==> src/rtl/addsub_pkg.sv <==
// Shared defaults and result-flag type for the pipelined adder/subtractor.
package addsub_pkg;

    localparam int DEFAULT_WIDTH  = 32;
    localparam int DEFAULT_STAGES = 4;

    typedef struct packed {
        logic cout;
        logic ovf;
        logic zero;
    } flags_t;

endpackage

==> src/rtl/addsub_stage.sv <==
// One SEG-bit slice of the carry chain: sum and carry-out for a single pipeline segment.
module addsub_stage #(
    parameter int SEG = 8
) (
    input  logic [SEG-1:0] i_a,
    input  logic [SEG-1:0] i_b,
    input  logic           i_cin,
    output logic [SEG-1:0] o_sum,
    output logic           o_cout
);

    assign {o_cout, o_sum} = {1'b0, i_a} + {1'b0, i_b} + {{SEG{1'b0}}, i_cin};

endmodule

==> src/rtl/pipe_addsub.sv <==
// Pipelined WIDTH-bit add/subtract, one SEG-bit carry segment per stage, with
// valid/ready flow control whose bubbles collapse under backpressure.
module pipe_addsub
    import addsub_pkg::*;
#(
    parameter int WIDTH  = DEFAULT_WIDTH,
    parameter int STAGES = DEFAULT_STAGES
) (
    input  logic             clk,
    input  logic             rst_n,
    input  logic             in_valid,
    output logic             in_ready,
    input  logic [WIDTH-1:0] a,
    input  logic [WIDTH-1:0] b,
    input  logic             sub,
    output logic             out_valid,
    input  logic             out_ready,
    output logic [WIDTH-1:0] y,
    output logic             cout,
    output logic             ovf,
    output logic             zero
);

    localparam int SEG  = WIDTH / STAGES;
    localparam int LAST = STAGES - 1;
    localparam logic [WIDTH-1:0] SLICE_MASK = WIDTH'({SEG{1'b1}});

    if (STAGES < 1 || STAGES > WIDTH || (WIDTH % STAGES) != 0) begin : g_bad_params
        $error("pipe_addsub: WIDTH must be a multiple of STAGES, with 1 <= STAGES <= WIDTH");
    end

    logic [STAGES-1:0] r_valid;
    logic [STAGES-1:0] w_load;
    logic [STAGES-1:0] w_vin;
    logic [STAGES-1:0] w_cin;
    logic [STAGES-1:0] w_cout;
    logic [WIDTH-1:0]  r_a     [STAGES];
    logic [WIDTH-1:0]  r_bp    [STAGES];
    logic [WIDTH-1:0]  r_y     [STAGES];
    logic              r_c     [STAGES];
    logic [WIDTH-1:0]  w_ain   [STAGES];
    logic [WIDTH-1:0]  w_bpin  [STAGES];
    logic [WIDTH-1:0]  w_yin   [STAGES];
    logic [WIDTH-1:0]  w_ynext [STAGES];
    logic [SEG-1:0]    w_sum   [STAGES];
    logic [WIDTH-1:0]  r_yout;
    flags_t            r_flags;
    flags_t            w_flags;
    logic              w_chain;

    // A stage may load when empty or when its successor is draining it.
    always_comb begin
        w_load  = '0;
        w_chain = ~r_valid[LAST] | out_ready;
        w_load[LAST] = w_chain;
        for (int k = LAST - 1; k >= 0; k--) begin
            w_chain   = ~r_valid[k] | w_chain;
            w_load[k] = w_chain;
        end
    end

    for (genvar k = 0; k < STAGES; k++) begin : g_stage
        if (k == 0) begin : g_first
            assign w_vin[k]  = in_valid;
            assign w_ain[k]  = a;
            assign w_bpin[k] = sub ? ~b : b;
            assign w_yin[k]  = '0;
            assign w_cin[k]  = sub;
        end else begin : g_next
            assign w_vin[k]  = r_valid[k-1];
            assign w_ain[k]  = r_a[k-1];
            assign w_bpin[k] = r_bp[k-1];
            assign w_yin[k]  = r_y[k-1];
            assign w_cin[k]  = r_c[k-1];
        end

        addsub_stage #(.SEG(SEG)) u_stage (
            .i_a    (w_ain[k][k*SEG +: SEG]),
            .i_b    (w_bpin[k][k*SEG +: SEG]),
            .i_cin  (w_cin[k]),
            .o_sum  (w_sum[k]),
            .o_cout (w_cout[k])
        );

        assign w_ynext[k] = (w_yin[k] & ~(SLICE_MASK << (k * SEG)))
                          | (WIDTH'(w_sum[k]) << (k * SEG));
    end

    // Flags need the full result, so they are formed as the last slice completes.
    always_comb begin
        w_flags      = '0;
        w_flags.cout = w_cout[LAST];
        w_flags.ovf  = (w_ain[LAST][WIDTH-1] == w_bpin[LAST][WIDTH-1])
                     && (w_ynext[LAST][WIDTH-1] != w_ain[LAST][WIDTH-1]);
        w_flags.zero = (w_ynext[LAST] == '0);
    end

    always_ff @(posedge clk or negedge rst_n) begin
        if (!rst_n) begin
            r_valid <= '0;
            r_yout  <= '0;
            r_flags <= '0;
        end else begin
            for (int k = 0; k < STAGES; k++) begin
                if (w_load[k]) begin
                    r_valid[k] <= w_vin[k];
                end
            end
            if (w_load[LAST]) begin
                r_yout  <= w_ynext[LAST];
                r_flags <= w_flags;
            end
        end
    end

    always_ff @(posedge clk) begin
        for (int k = 0; k < LAST; k++) begin
            if (w_load[k]) begin
                r_a[k]  <= w_ain[k];
                r_bp[k] <= w_bpin[k];
                r_y[k]  <= w_ynext[k];
                r_c[k]  <= w_cout[k];
            end
        end
    end

    assign in_ready  = w_load[0];
    assign out_valid = r_valid[LAST];
    assign y         = r_yout;
    assign cout      = r_flags.cout;
    assign ovf       = r_flags.ovf;
    assign zero      = r_flags.zero;

endmodule
==> config.mk <==
export PLATFORM = sky130hd
export DESIGN_NAME = pipe_addsub
export DESIGN_NICKNAME = d
export VERILOG_FILES = /design/src/rtl/addsub_pkg.sv /design/src/rtl/addsub_stage.sv /design/src/rtl/pipe_addsub.sv
export SDC_FILE = /design/constraint.sdc
export NUM_CORES = 1
export LEC_CHECK = 0
export ABC_AREA = 1
export ABC_CLOCK_PERIOD_IN_PS = 5200
export CAP_MARGIN = 10
export CORE_MARGIN = 4
export CORE_UTILIZATION = 55
export CTS_CLUSTER_DIAMETER = 100
export CTS_CLUSTER_SIZE = 28
export DETAILED_ROUTE_END_ITERATION = 6
export PLACE_DENSITY_LB_ADDON = 0.15
export SLEW_MARGIN = 20
export SYNTH_ARGS = -nofsm -noshare
export SYNTH_HDL_FRONTEND = slang
export SYNTH_HIERARCHICAL = 1
export SYNTH_SLANG_ARGS = --single-unit
==> constraint.sdc <==
create_clock -name clk -period 5.2 [get_ports clk]
set_input_delay 1.04 -clock clk [delete_from_list [all_inputs] [get_ports clk]]
set_output_delay 1.04 -clock clk [all_outputs]
set_load 0.01 [all_outputs]
# == Yosys cells after proc, flatten, opt, wreduce, memory -nomap -nowiden ==
# Memories as Yosys holds them, arrays and structs flattened.
# Index checks and enable logic that the tools add are counted.
# word_totals
mem_count,4
reg_bits,39
ramBits,388
out_inout_bits,37
# memory_table
memory,depth,word_bits,rd,rd_ports_with_merged_regs,write_ports,line,text
r_a,4,32,3,0,3,pipe_addsub.sv:37,logic [WIDTH-1:0] r_a [STAGES];
r_bp,4,32,3,0,3,pipe_addsub.sv:38,logic [WIDTH-1:0] r_bp [STAGES];
r_y,4,32,3,0,3,pipe_addsub.sv:39,logic [WIDTH-1:0] r_y [STAGES];
r_c,4,1,3,0,3,pipe_addsub.sv:40,logic r_c [STAGES];
# classes
muxes,7
addsub,8
reduce_logical,2
n_eq_ne,2
n_bitwise,12
# op_table
operator,count
8-bit by 8-bit adder with 9-bit output,4
9-bit by 1-bit adder with 9-bit output,4
32-bit zero test,1
32-bit 2-to-1 mux,1
32-bit inverter,1
24-bit by 32-bit bitwise OR with 32-bit output,1
32-bit by 16-bit bitwise OR with 32-bit output,1
32-bit by 24-bit bitwise OR with 32-bit output,1
1-bit 2-to-1 mux,6
1-bit inverter,4
1-bit bitwise OR,4
1-bit equality test,1
1-bit logical AND,1
1-bit inequality test,1

# == Longest topological paths before layout ==
# Gate-level depths: netlist (run 1).
# logic_depth
ltp_word,7
depth_mapped,13
ltp_nobuf,13

# == Modules after synthesis ==
# Netlist (run 1), hierarchy kept.
# by_module_without_submodules
mod,cells_each,seq_area_each_um2,instances,area_each_um2
pipe_addsub,377,5390.2,1,6459.9
addsub_stage,59,0.0,4,384.1

# == Worst setup path after synthesis (run 1) ==
# No wires, ideal clock.
# synth_path
path_kind,input-to-output
start,in out_ready
end,out in_ready
required_time_ns,4.160
path_buffers,0
stages,6
t_arrival_ns,2.338
path_slack_ns,1.822
cell_sequence,inv_2 -> nand2_4 -> inv_4 -> nand2_4 -> nor2_4 -> nand2_2
# synth_via
elab_chain_cells,4
# synth_lines
item,line,text
from (decl),pipe_addsub.sv:17,"input logic out_ready,"
1-bit bitwise OR,pipe_addsub.sv:54,w_chain = ~r_valid[LAST] | out_ready;
1-bit bitwise OR,pipe_addsub.sv:57,w_chain = ~r_valid[k] | w_chain;
named net w_load[2],pipe_addsub.sv:33,logic [STAGES-1:0] w_load;
1-bit bitwise OR (2 in a row),pipe_addsub.sv:57,
to (decl),pipe_addsub.sv:12,"output logic in_ready,"
# The timed path passes the listed nets, and every way through them passes these cells.

# == Final worst setup path (run 1) ==
# Same ends and word-level chain as after synthesis.

==> reports/results.tsv, run 1 <==
stage	metric	value	unit
grt	track_usage	0.158	
placed_design	io_buffers	105	
grt	grtUsageMet1	0.213	
clocking	cts_buffers	17	
die	boundaryPins	106	
route	routed_wl	12200	µm
grt	grt_max_degree	59	
hold_path	hold_class	reg2reg	
clocking	clk_latency	420	ps
placed_design	dp_hpwl	8930	µm
timing	rsz0062_at_grt	false	
hold_path	min_path_cells	0	
outcome	status	finished clean	
clocking	clk_pin_slew_worst_paths	60	ps
setup_path	crit_type	in2out	
setup_path	startpoint_type	primary input	
power_and_ir_drop	leakagePower	4.15	nW
die	die_h	129	µm
run	maxCapViolCount	0	
finish	areaGrowthSynthToFinish	22.2	%
timing	fmax	0.250	GHz
route	drt-wirelength-per-cell	13.2	µm
grt	antenna_found_initial	0	
clocking	cts.sinks	186	
synth	synth_seq_cells	186	
grt	grt-ovfl-total	0	
placed_design	pre_cts_ws	1180	ps
placed_design	gp_congestion	0.797	
timing	slew_violations	0	
finish	regArea	0.00539	mm²
synth	netlist_instances	613	
clocking	tritoncts	done	
finish	multi_input_area	0.00230	mm²
clocking	ctsHoldBuffers	0	
route	dr.first_iter.drc_count	266	
route	drc	0	
clocking	post_cts_resized	0	
setup_path	end_kind	output pin	
route	drt_pass1_iterations	5	
die	die_area	0.0165	mm²
grt	grt_pass1_vias	4433	
grt	met3_usage	0.0394	
route	ant_nets	0	
route	vias	4412	
synth	yosys.area.top_type_share	0.552	
finish	fin_util	0.696	
synth	yosysTopAreaCell	edfxtp_1	
timing	fin_ws	1190	ps
finish	insertedDiodeCount	0	
timing	maxSlewHeadroom	0.345	
setup_path	r2r_start	r_a[0][88]	
synth	synth_area	0.00800	mm²
grt	grt_first_pass_wirelength	20500	µm
synth	synth.lib_cells_used.distinct	31	
timing	fin_tns_setup	0	ps
clocking	cts_setup_buffers	0	
synth	avgSynthCellArea	13.0	µm²
setup_path	crit_fanout	42	
placed_design	dp_cells	889	
finish	drive_above_1_share	0.134	
hold_path	hp-start	r_y[0][3]	
synth	synthesis.nets	718	
clocking	cts_root_buffer	clkbuf_16	
synth	synth_area_leaders	edfxtp_1 55%, dfrtp_1 12%, nand2_1 7.7%	
timing	final-hold-violation-count	0	
grt	grt.busiest_layer	met2	
setup_path	reg2reg_depth	13	
finish	nets	833	
setup_path	worst_ep_arrival_time	2970	ps
route	viasPerCell	4.79	
synth	seq_area_frac_synth	0.674	
hold_path	min_to	r_y[0][11]	
die	die_w	129	µm
setup_path	regToRegSetupSlack	2870	ps
clocking	clockBufferDepth	2	
power_and_ir_drop	irDropWorstVdd	0.234	mV
grt	met2_usage	0.253	
synth	yosys_warnings	6	
setup_path	reg2reg_to	zero	
finish	nFillCells	958	
timing	worstMarginPinSlew	981	ps
clocking	htreeDepth	4	
timing	finClkSkew	8.32	ps
die	start_util	0.569	
die	rows	43	
power_and_ir_drop	power_density	455	mW/mm²
die	core_area	0.0140	mm²
setup_path	cp.required	4160	ps
finish	fin_cells	921	
timing	fin_crit	4010	ps
timing	fin_crit_sh	0.771	
timing	setup_viol	0	
-- placed cells by master (no fill, tap or decap), drive strengths merged --
cell / netlist / final
xor2: 36 / 36
bufinv: 0 / 3
dfrtp: 39 / 39
fa: 8 / 8
o21a: 1 / 1
edfxtp: 147 / 147
nand3b: 8 / 8
a21oi: 12 / 12
o21ai: 8 / 8
or2: 10 / 10
clkbuf: 0 / 20
clkdlybuf4s50: 0 / 103
clkinvlp: 0 / 5
xnor2: 8 / 8
inv: 45 / 47
nand3: 19 / 19
buf: 11 / 4
o21bai: 1 / 1
ha: 28 / 28
nor2: 32 / 32
clkinv: 0 / 2
nand2: 200 / 200
-- power by group --
part           internal, mW  switching [mW]
clock                 0.787           0.531
sequential             2.01           0.155
combinational         0.468           0.497
total                  3.27            1.18
-- synthesized netlist by cell type --
| library cell | instances |
|---|---|
| nor2_1 | 27 |
| o21ai_0 | 1 |
| or2_4 | 8 |
| edfxtp_1 | 147 |
| nand3_2 | 4 |
| ha_1 | 28 |
| nand2_4 | 2 |
| buf_6 | 4 |
| o21a_1 | 1 |
| nand3b_4 | 4 |
| a21oi_1 | 12 |
| fa_1 | 8 |
| nand2_2 | 33 |
| or2_1 | 1 |
| nand3_1 | 15 |
| buf_12 | 2 |
| inv_4 | 1 |
| or2_2 | 1 |
| nor2_4 | 1 |
| buf_4 | 4 |
| o21bai_1 | 1 |
| inv_1 | 39 |
| buf_8 | 1 |
| nand2_1 | 165 |
| o21ai_1 | 7 |
| xor2_1 | 36 |
| nand3b_1 | 4 |
| nor2_2 | 4 |
| inv_2 | 5 |
| xnor2_1 | 8 |
| dfrtp_1 | 39 |
-- final cells by class --
cell class | count | share of cell area
flip-flops and latches | 186 | 0.552
well taps | 180 | 0.0231
inverters | 45 | 0.0175
multi-input cells | 371 | 0.236
repair buffers | 107 | 0.108
clock buffers | 20 | 0.0467
clock inverters | 12 | 0.0169
-- metrics by stage --
step / cell area, µm² / total power [mW] / hold slack, ps
2_1_floorplan: 8000 / 2.76 / 400
3_3_place_gp: 9150 / 3.14 / 404
3_5_place_dp: 9150 / 3.17 / 405
4_1_cts: 9770 / 4.49 / 420
5_1_grt: 9770 / 4.70 / 426
6_report: 9770 / 4.45 / 419
-- worst max-delay path: stages --
cell and delay, ps:
clkdlybuf4s50_1 410, inv_2 70, nand2_4 230, inv_4 410, nand2_4 90, nor2_4 120, nand2_2 90, clkdlybuf4s50_1 490
-- logic make-up after synthesis --
family,after synthesis,share of synthesized area
AOI/OAI and AO/OA,22,0.0144
buffers and inverters,56,0.0377
xor gates and xnor gates,44,0.0482
adders and majority gates,36,0.0638
DFF,186,0.674
and+or+nand+nor,269,0.162
-- per-layer routing --
layer,part of all wire,vias to the layer above,wire length (µm)
li1,-,2260,-
met1,0.46,2027,5630
met2,0.47,108,5780
met3,0.050,17,607
met4,0.015,0,182
met5,0,-,0
-- sequential cells by signal, indices dropped and copies added (netlist names) --
name and count:
cout 1, ovf 1, r_a 48, r_bp 48, r_c 3, r_valid 4, r_y 48, y 32
zero 1
-- how the worst max path moves through the flow --
stage | from | endpoint | slack [ps] | cells past startpoint
global route | out_ready | in_ready | 1020 | 8
global placement | out_ready | in_ready | 1230 | 8
CTS | out_ready | in_ready | 1170 | 8
floorplan | out_ready | in_ready | 1820 | 6
finish | out_ready | in_ready | 1190 | 8
detailed placement | out_ready | in_ready | 1180 | 8
No activity file was read; power rests on OpenSTA's default activity.
==> inputs of run 2 (changes only) <==
ABC_CLOCK_PERIOD_IN_PS = 3700   (was 5200)
clock period = 3.7 ns   (was 5.2 ns; I/O delays follow)
==> run 2 against run 1 <==
  * First-iteration DRC count is 4.9% lower
  * Via count is 0.45% higher
  * Register-to-register slack worse by 1500 ps
  * Power rose by 37%
  * Routed wire length rose by 0.97%
  * Critical path type unchanged
  * Critical endpoint unchanged
==> reports/results.tsv, run 2 (synthesized netlist as in run 1, its figures left out) <==
stage	metric	value	unit	change
outcome	status	finished clean		
setup_path	startpoint_type	primary input		
timing	final-hold-violation-count	0		unchanged
clocking	cts_root_buffer	clkbuf_16		
finish	final_cell_mix	165 x nand2_1, 147 x edfxtp_1, 103 x clkdlybuf4s50_1		
finish	areaGrowthSynthToFinish	21.9	%	
placed_design	pre_cts_ws	815	ps	-367 ps
hold_path	hp-start	r_bp[0][17]		
die	die_h	129	µm	unchanged
clocking	htreeDepth	4		unchanged
finish	nFillCells	1015		+5.9%
route	drt_pass1_iterations	4		-1
timing	rsz0062_at_grt	false		
setup_path	worst_ep_arrival_time	2120	ps	-850 ps
finish	largest_registers	r_a (48), r_bp (48), r_y (48)		
die	die_w	129	µm	unchanged
clocking	tritoncts	done		
timing	slew_violations	0		unchanged
route	ant_nets	0		unchanged
clocking	cts_buffers	17		unchanged
die	boundaryPins	106		unchanged
clocking	post_cts_resized	0		unchanged
setup_path	cp.required	2960	ps	-1200 ps
power_and_ir_drop	power_density	625	mW/mm²	+37%
die	die_area	0.0165	mm²	unchanged
route	dr.first_iter.drc_count	253		-4.9%
timing	fin_tns_setup	0	ps	unchanged
setup_path	reg2reg_depth	13		unchanged
clocking	ctsHoldBuffers	0		unchanged
clocking	cts_setup_buffers	0		unchanged
finish	insertedDiodeCount	0		unchanged
clocking	clk_latency	420	ps	about the same
timing	fin_crit_sh	0.772		
timing	setup_viol	0		unchanged
timing	finClkSkew	8.21	ps	-0.108 ps
grt	grt-ovfl-total	0		unchanged
grt	grt_max_degree	59		unchanged
route	vias	4432		+0.45%
grt	grt_first_pass_wirelength	20400	µm	-0.57%
power_and_ir_drop	irDropWorstVdd	0.346	mV	+48%
clocking	clk_pin_slew_worst_paths	70	ps	about the same
grt	track_usage	0.158		-0.000415
finish	final_common_cell	nand2_1		
timing	maxSlewHeadroom	0.438		+0.0928
timing	fmax	0.350	GHz	
placed_design	dp_hpwl	9210	µm	+3.1%
route	viasPerCell	4.79		about the same
die	rows	43		unchanged
clocking	clockBufferDepth	2		unchanged
timing	worstMarginPinSlew	843	ps	-138 ps
placed_design	gp_congestion	0.792		-0.63%
timing	fin_crit	2860	ps	
die	core_area	0.0140	mm²	unchanged
hold_path	hold_class	reg2reg		
run	maxCapViolCount	0		unchanged
setup_path	crit_start	out_ready		
hold_path	min_path_cells	0		unchanged
setup_path	r2r_start	r_a[0][88]		
finish	nets	838		+0.60%
finish	drive_above_1_share	0.141		+0.00715
power_and_ir_drop	leakagePower	4.16	nW	+0.28%
timing	fin_ws	843	ps	-350 ps
setup_path	crit_type	in2out		
setup_path	end_kind	output pin		
grt	antenna_found_initial	0		unchanged
placed_design	io_buffers	105		unchanged
route	drc	0		unchanged
grt	grt_pass1_vias	4344		-2.0%
setup_path	crit_fanout	3		-93%
clocking	cts.sinks	186		unchanged
die	start_util	0.569		unchanged
route	drt-wirelength-per-cell	13.3	µm	+0.42%
route	routed_wl	12300	µm	+0.97%
[run 2: cell type report]
type / instances / area [µm²] / share of cell area
Clock inverter: 14 / 124 / 0.0127
Inverter: 45 / 171 / 0.0176
Multi-Input combinational cell: 371 / 2300 / 0.236
Sequential cell: 186 / 5390 / 0.553
Tap cell: 180 / 225 / 0.0231
Timing Repair Buffer: 112 / 1090 / 0.112
Clock buffer: 18 / 439 / 0.0451
[run 2: path summary, 6_finish.rpt]
check | endpoint | slack (ps)
max | in_ready | 840
min | r_bp[0][49] | 410
max reg2reg | zero | 1390
min reg2reg | r_bp[0][49] | 410
max in group asynchronous | y[1] | 2740
min in group asynchronous | y[14] | 430
[run 2: power by group]
part           leakage (nW)  switching (mW)  internal, mW
sequential             1.98           0.210          2.82
combinational          1.91           0.707         0.662
clock                 0.275           0.785         0.907
[run 2: per-layer routing]
metal,vias to the layer above,global-route usage,part of all wire
met3,5,0.0432,0.050
li1,2276,-,-
met2,105,0.254,0.49
met4,0,0.0482,0.0087
met1,2046,0.213,0.45
met5,-,0,0
[run 2: worst max-delay path, cell delays in order]
cell	delay, ps
clkdlybuf4s50_1	470
inv_2	40
nand2_4	60
inv_4	40
nand2_4	60
nor2_4	50
nand2_2	100
clkdlybuf4s50_1	550
[run 2: per-stage QoR]
stage	power [mW]	instances	util	hold slack [ps]	instance area [µm²]
floorplan	3.88	613	-	400	8000
global placement	4.41	894	0.654	403	9190
detailed placement	4.46	894	0.654	405	9190
CTS	6.15	926	0.694	412	9750
global route	6.43	926	0.694	420	9750
finish	6.10	926	0.694	414	9750
